--- src/rtl/ysyx_24100012_wbu.sv ---
// rtl/ysyx_24100012_wbu.sv - write-back unit: load extraction, register write and commit pulse
//
// Purpose: accepts one execute result at a time. Non-loads retire in the cycle
// after acceptance. Loads wait for the memory response, then retire in the cycle
// after mem_rvalid. The register-file write port is driven from registers.
//
// Ports:
//   clk, rst                   clock, asynchronous active-low reset
//   in_valid/in_ready          upstream result handshake
//   in_rd, in_wen, in_is_load  destination, write enable, load flag
//   in_funct3, in_addr_lo      load width code, byte offset within the word
//   in_alu_res                 ALU result for non-loads
//   mem_rvalid, mem_rdata      load response word
//   RegWEn, RegWriteIndex,
//   RegWriteData               register-file write port
//   commit                     one-cycle pulse per retired instruction
//   busy, busy_rd              pending-write hazard information for upstream
//   inst_cnt                   64-bit retired instruction count, present only
//                              with YSYX_24100012_WBU_INSTCNT_EN defined
module ysyx_24100012_wbu #(
  parameter int DATA_WIDTH = 32,
  parameter int INDEX_LEN  = 5
) (
  input  logic                  clk,
  input  logic                  rst,
  input  logic                  in_valid,
  output logic                  in_ready,
  input  logic [INDEX_LEN-1:0]  in_rd,
  input  logic                  in_wen,
  input  logic                  in_is_load,
  input  logic [2:0]            in_funct3,
  input  logic [1:0]            in_addr_lo,
  input  logic [DATA_WIDTH-1:0] in_alu_res,
  input  logic                  mem_rvalid,
  input  logic [DATA_WIDTH-1:0] mem_rdata,
  output logic                  RegWEn,
  output logic [INDEX_LEN-1:0]  RegWriteIndex,
  output logic [DATA_WIDTH-1:0] RegWriteData,
  output logic                  commit,
  output logic                  busy,
  output logic [INDEX_LEN-1:0]  busy_rd
`ifdef YSYX_24100012_WBU_INSTCNT_EN
  ,
  output logic [63:0]           inst_cnt
`endif
);

  typedef enum logic [1:0] {
    IDLE     = 2'd0,
    WAIT_MEM = 2'd1,
    COMMIT   = 2'd2
  } state_t;

  state_t state, state_next;

  // Latched instruction fields. The load flag is carried by the state itself
  // (WAIT_MEM), and the ALU result goes straight into RegWriteData on accept,
  // so neither needs its own register.
  logic [INDEX_LEN-1:0] l_rd;
  logic                 l_wen;
  logic [2:0]           l_funct3;
  logic [1:0]           l_addr_lo;

  logic                  accept;
  logic                  mem_done;
  logic [7:0]            ld_byte;
  logic [15:0]           ld_half;
  logic [DATA_WIDTH-1:0] load_val;

  assign in_ready = (state != WAIT_MEM);
  assign accept   = in_valid && in_ready;
  assign mem_done = (state == WAIT_MEM) && mem_rvalid;

  assign busy    = (state != IDLE) && l_wen && (l_rd != '0);
  assign busy_rd = l_rd;

  always_ff @(posedge clk or negedge rst) begin
    if (!rst) begin
      state <= IDLE;
    end else begin
      state <= state_next;
    end
  end

  always_comb begin
    state_next = state;
    case (state)
      IDLE, COMMIT: begin
        if (accept) begin
          state_next = in_is_load ? WAIT_MEM : COMMIT;
        end else begin
          state_next = IDLE;
        end
      end
      WAIT_MEM: begin
        if (mem_rvalid) begin
          state_next = COMMIT;
        end
      end
      default: state_next = IDLE;
    endcase
  end

  // Load data extraction from the latched width code and byte offset.
  always_comb begin
    ld_byte  = mem_rdata[7:0];
    ld_half  = mem_rdata[15:0];
    load_val = mem_rdata;
    case (l_addr_lo)
      2'd0:    ld_byte = mem_rdata[7:0];
      2'd1:    ld_byte = mem_rdata[15:8];
      2'd2:    ld_byte = mem_rdata[23:16];
      default: ld_byte = mem_rdata[31:24];
    endcase
    ld_half = l_addr_lo[1] ? mem_rdata[31:16] : mem_rdata[15:0];
    case (l_funct3)
      3'b000:  load_val = {{(DATA_WIDTH-8){ld_byte[7]}}, ld_byte};
      3'b100:  load_val = {{(DATA_WIDTH-8){1'b0}}, ld_byte};
      3'b001:  load_val = {{(DATA_WIDTH-16){ld_half[15]}}, ld_half};
      3'b101:  load_val = {{(DATA_WIDTH-16){1'b0}}, ld_half};
      default: load_val = mem_rdata;
    endcase
  end

  // Write-port registers are loaded on the same edge the FSM enters COMMIT,
  // so they are valid exactly during COMMIT. Index/data hold otherwise.
  always_ff @(posedge clk or negedge rst) begin
    if (!rst) begin
      l_rd          <= '0;
      l_wen         <= 1'b0;
      l_funct3      <= 3'b000;
      l_addr_lo     <= 2'b00;
      RegWEn        <= 1'b0;
      RegWriteIndex <= '0;
      RegWriteData  <= '0;
      commit        <= 1'b0;
    end else begin
      RegWEn <= 1'b0;
      commit <= 1'b0;
      if (accept) begin
        l_rd      <= in_rd;
        l_wen     <= in_wen;
        l_funct3  <= in_funct3;
        l_addr_lo <= in_addr_lo;
        if (!in_is_load) begin
          RegWEn        <= in_wen && (in_rd != '0);
          RegWriteIndex <= in_rd;
          RegWriteData  <= in_alu_res;
          commit        <= 1'b1;
        end
      end else if (mem_done) begin
        RegWEn        <= l_wen && (l_rd != '0);
        RegWriteIndex <= l_rd;
        RegWriteData  <= load_val;
        commit        <= 1'b1;
      end
    end
  end

`ifdef YSYX_24100012_WBU_INSTCNT_EN
  always_ff @(posedge clk or negedge rst) begin
    if (!rst) begin
      inst_cnt <= 64'd0;
    end else if (commit) begin
      inst_cnt <= inst_cnt + 64'd1;
    end
  end
`endif

endmodule

--- config.mk ---
export PLATFORM = sky130hd
export DESIGN_NAME = ysyx_24100012_wbu
export DESIGN_NICKNAME = d
export VERILOG_FILES = /design/src/rtl/ysyx_24100012_wbu.sv
export SDC_FILE = /design/constraint.sdc
export NUM_CORES = 1
export LEC_CHECK = 0
export ABC_AREA = 1
export BUFFER_PORTS_ARGS = -buffer_cell sky130_fd_sc_hd__buf_2
export CAP_MARGIN = 0
export CORE_MARGIN = 2
export CORE_UTILIZATION = 53
export DETAILED_ROUTE_END_ITERATION = 12
export PLACE_DENSITY = 0.86
export SYNTH_ARGS = -nofsm -noshare
export SYNTH_HDL_FRONTEND = slang
export SYNTH_SLANG_ARGS = --single-unit
--- constraint.sdc ---
create_clock -name clk -period 4.3 [get_ports clk]
set_clock_uncertainty 0.1 [all_clocks]
set_input_delay 0.86 -clock clk [delete_from_list [all_inputs] [get_ports clk]]
set_output_delay 0.86 -clock clk [all_outputs]
set_load 0.03 [all_outputs]
; ---- Word level (Yosys, flattened, before mapping)
; Index checks and enable logic that the tools add are counted.
[totals]
register_bits = 52
in_bits = 80
output_inout_bits = 46
word_cells = 53
[classes]
n_eq_ne = 10
muxes = 19
reduce_logical = 15
[ops]
columns = cell, n
row1 = case mux 32 bit (4 select lines), 1
row2 = 2-to-1 mux 32 bit, 3
row3 = case mux 8 bit (3 select lines), 1
row4 = 2-to-1 mux 16 bit, 1
row5 = 2-to-1 mux 5 bit, 3
row6 = nonzero test 5 bit, 2
row7 = equality test 3 bit (second input constant), 2
row8 = logical AND 1 bit, 6
row9 = 2-to-1 mux 1 bit, 6
row10 = 2-to-1 mux 2 bit, 3
row11 = equality test 2 x 1 -> 1 bit (second input constant), 2
row12 = equality test 2 bit (second input constant), 2
row13 = zero test 2 bit, 2
row14 = inequality test 2 bit (second input constant), 2
row15 = case mux 2 bit (2 select lines), 1
row16 = nonzero test 2 bit, 2
row17 = equality test 3 x 1 -> 1 bit (second input constant), 1
row18 = zero test 3 bit, 1
row19 = inequality test 2 x 1 -> 1 bit (second input constant), 1
row20 = AND reduction 2 bit, 1
row21 = OR reduction 2 bit, 1

; ---- Depth between registers and ports, before layout
[depth]
ltp_word = 5
ltp_mapped = 11
depth_no_buf = 10

; ---- Worst setup path after synthesis
; No wires, ideal clock.
[synth_timing]
path_kind = register to output
start = register l_rd[0] (netlist: busy_rd[0])
end = output busy
t_arrival_ns = 1.002
t_required_ns = 3.340
slack_ns = 2.338
stages_incl_launch_ff = 5
path_buffers = 0
cell_sequence = dfrtp_1 nor3_1 nand2_1 o211ai_1 inv_1
[synth_via]
elab_chain_cells = 2
[synth_rtl]
columns = item, line
row1 = "start, declared", 59  ; logic [INDEX_LEN-1:0] l_rd;
row2 = "start signal, assigned", 141  ; l_rd <= in_rd;
row3 = nonzero test 5 bit, 74  ; assign busy = (state != IDLE) && l_wen && (l_rd != '0);
row4 = logical AND 1 bit, 74
row5 = "end, declared", 40  ; output logic busy,
; Every way passes these cells.

; ---- Worst setup path in the final report
[layout_timing]
start = input in_valid
end = register RegWriteData[29]
[layout_via]
elab_chain_cells = 3
elab_cells_between_ends = 5
cone_classes = 1 x eq/ne / 1 x mux / 3 x reduce/logical
[layout_rtl]
columns = item, line
row1 = "start, declared", 26  ; input logic in_valid,
row2 = logical AND 1 bit *, 71  ; assign accept = in_valid && in_ready;
row3 = inequality test 2 bit (no line) / nonzero test 2 bit (equally long branches), --
row4 = AND reduction 2 bit (no line), --
row5 = "end signal, assigned", 148  ; RegWriteData <= in_alu_res;
row6 = "end signal, assigned", 154  ; RegWriteData <= load_val;
row7 = "end, declared", 38  ; output logic [DATA_WIDTH-1:0] RegWriteData,
; Every way passes the cells marked *; elsewhere a longest branch is shown, timed or not.
; A chain may end at the register's enable or synchronous reset.

==> reports/metrics.cfg <==
[sta]
fin_setup_tns_ns = 0
max_slew_margin = 0.513
rsz0062_at_grt = no
report.final.setup_viol = 0
maxClockFrequency_mhz = 381
finalCritPeriodShare = 0.611
drv_slew = 0
min_period_ns = 2.63
hold_ws_ns = 0.386
tightest_slew_ns = 0.731
timing.final.hold_violations = 0

[grt]
grt_pass1_wl_um = 14200
grt_max_degree = 53
grt_pass1_vias = 3073
antenna_found_initial = 0
grt_util_all_layers = 0.272
grt-ovfl-total = 0

[detailed_routing]
wire_per_inst_um = 13.9
drc = 0
drtPass1Iterations = 5
drt-initial-drc-count = 217
drt_wl_total_um = 8960
viasPerCell = 5.23
postRouteAntennaNets = 0
vias = 3361

[die]
chipWidth_um = 82.1
die_area_um2 = 6750
rows = 28
die_height_um = 82.1
initial_core_util = 0.546
io_pins = 126
core_area_um2 = 5920

[layout]
num_antenna_cells = 0
final_nets = 647
area_growth_pct = 19.3
layout.cells.non_filler = 643
final_cell_mix = nand2_1 (185), buf_2 (125), dfrtp_1 (52)
layout-drive-gt1-share = 0.303
stdcell_area_um2 = 3860
layout_commonest_cell = nand2_1

[logic_synthesis]
synth_nets = 537
ys_seq_elements = 52
synth_top_family_by_area = simple AND/OR/NAND/NOR gates
syn-instance-count = 457
yosys.area_share.simple = 0.382
synth_xor_area_frac = 0
synth.mux.area_fraction = 0
syn_avg_cell_area_um2 = 7.08
synth-seq-area-share = 0.402
synth-compound-area-share = 0.108
synth.cell_area_um2 = 3240
synthAdderAreaFrac = 0
yosysWarningCount = 0
synth_cell_types = 34

[power_and_ir_drop]
irDropWorstVdd_mv = 0.354
power_frac_comb = 0.482
clockPowerShare = 0.148
power.density_nw_per_um2 = 535
internal_power_uw = 1060
pwr-share-seq = 0.370
swShare = 0.486
switching_power_uw = 1000
p_leak_uw = 0.00228

[setup_path]
regToRegStartpoint = state[1]
start_kind = primary input
crit_start = in_valid
cp-end-kind = flip-flop
critical_path_arrival_ns = 2.79
critical_path_class = primary input to flip-flop
cp.required_ns = 4.46
cp_max_fo = 48

[clock_network]
cts_hold_buf = 0
cts_buffers = 5
tritoncts = built
cts_max_level = 2
clkLatencyLatePin_ns = 0.32
cts_root_buf = clkbuf_8
clock-sinks = 52
cts_resized = 0
clk_pin_slew_worst_paths_ns = 0.10
cts_setup_buffers = 0
clock_path_buffers = 2

[place]
io_buffers = 125
dp_cells = 635
placedInstanceArea_um2 = 3770
gp_congestion = 0.941
dp_hpwl_um = 6590

[worst_hold_path]
min_from = RegWriteData[25]
hold_class = flip-flop to flip-flop

[flow_run]
drv_cap = 0

[status]
status = finished clean

[sequential cells by signal, summed over array words and instances, names as in the netlist]
| name | count |
|---|---|
| RegWEn | 1 |
| state | 2 |
| l_wen | 1 |
| l_funct3 | 3 |
| l_addr_lo | 2 |
| busy_rd | 5 |
| RegWriteIndex | 5 |
| commit | 1 |
| RegWriteData | 32 |
[final timing paths]
check	to	slack [ns]	cells past startpoint
worst max-delay path	RegWriteData[29]	1.67	8
worst min-delay path	RegWriteData[25]	0.39	2
worst max register to register	RegWriteData[29]	1.74	9
worst min register to register	RegWriteData[25]	0.39	2
max in group asynchronous	RegWriteData[20]	3.11	2
min in group asynchronous	RegWriteData[13]	0.53	2
[Yosys cell counts, drive strengths merged]
master    n  share of area
a21oi    27          0.051
a31oi     3         0.0058
buf      20          0.057
clkbuf    3         0.0039
dfrtp    52           0.40
inv      38          0.047
nand2   198           0.25
nand3    32          0.053
nand3b    2         0.0046
nand4     3         0.0058
nor2     34          0.043
nor3      2         0.0031
o211ai    1         0.0023
o21ai    30          0.046
o32ai     1         0.0027
or2      11          0.021
[per-layer routing]
layer | GRT usage | vias to the layer above | share of wire
met1 | 0.373 | 1532 | 0.44
met4 | 0.0650 | 0 | 0.016
met3 | 0.0380 | 17 | 0.077
li1 | - | 1651 | -
met2 | 0.456 | 161 | 0.47
met5 | 0 | - | 0
[metrics by stage]
step                total power [uW]   util  setup slack, ns
floorplan                       1500      -             2.34
global placement                1740  0.636             1.45
finish                          2060  0.652             1.67
global route                    2210  0.652             1.44
CTS                             2070  0.652             1.68
detailed placement              1770  0.636             1.34
[logic make-up after synthesis]
| logic type | after synthesis |
|---|---|
| flip-flops | 52 |
| buffers and inverters | 61 |
| AND/OR/NAND/NOR | 282 |
| AO/OA/AOI/OAI | 62 |
[final cells by class]
cell class                      count  area [um^2]
Tap cell                           75         93.8
Multi-Input combinational cell    344         1590
Inverter                           38          153
Clock inverter                      3         26.3
Sequential cell                    52         1300
Fill cell                         541         2060
Timing Repair Buffer              126          633
Clock buffer                        5         68.8
[critical path: stages]
cell and delay (ns):
buf_2 0.11, nand2_4 0.41, inv_4 0.25, nand2_2 0.16, nand2_4 0.24, inv_2 0.51
nand2_1 0.11, nand2_1 0.09
[power by group through the flow]
| stage | clock (uW) | sequential [uW] | combinational [uW] |
|---|---|---|---|
| after floorplan | 0 | 1030 | 466 |
| after global placement | 0 | 771 | 972 |
| after detailed placement | 0 | 769 | 996 |
| after CTS | 308 | 763 | 998 |
| after global routing | 327 | 786 | 1100 |
| final | 306 | 765 | 994 |
Note: power is estimated with default switching activity, not from simulation.
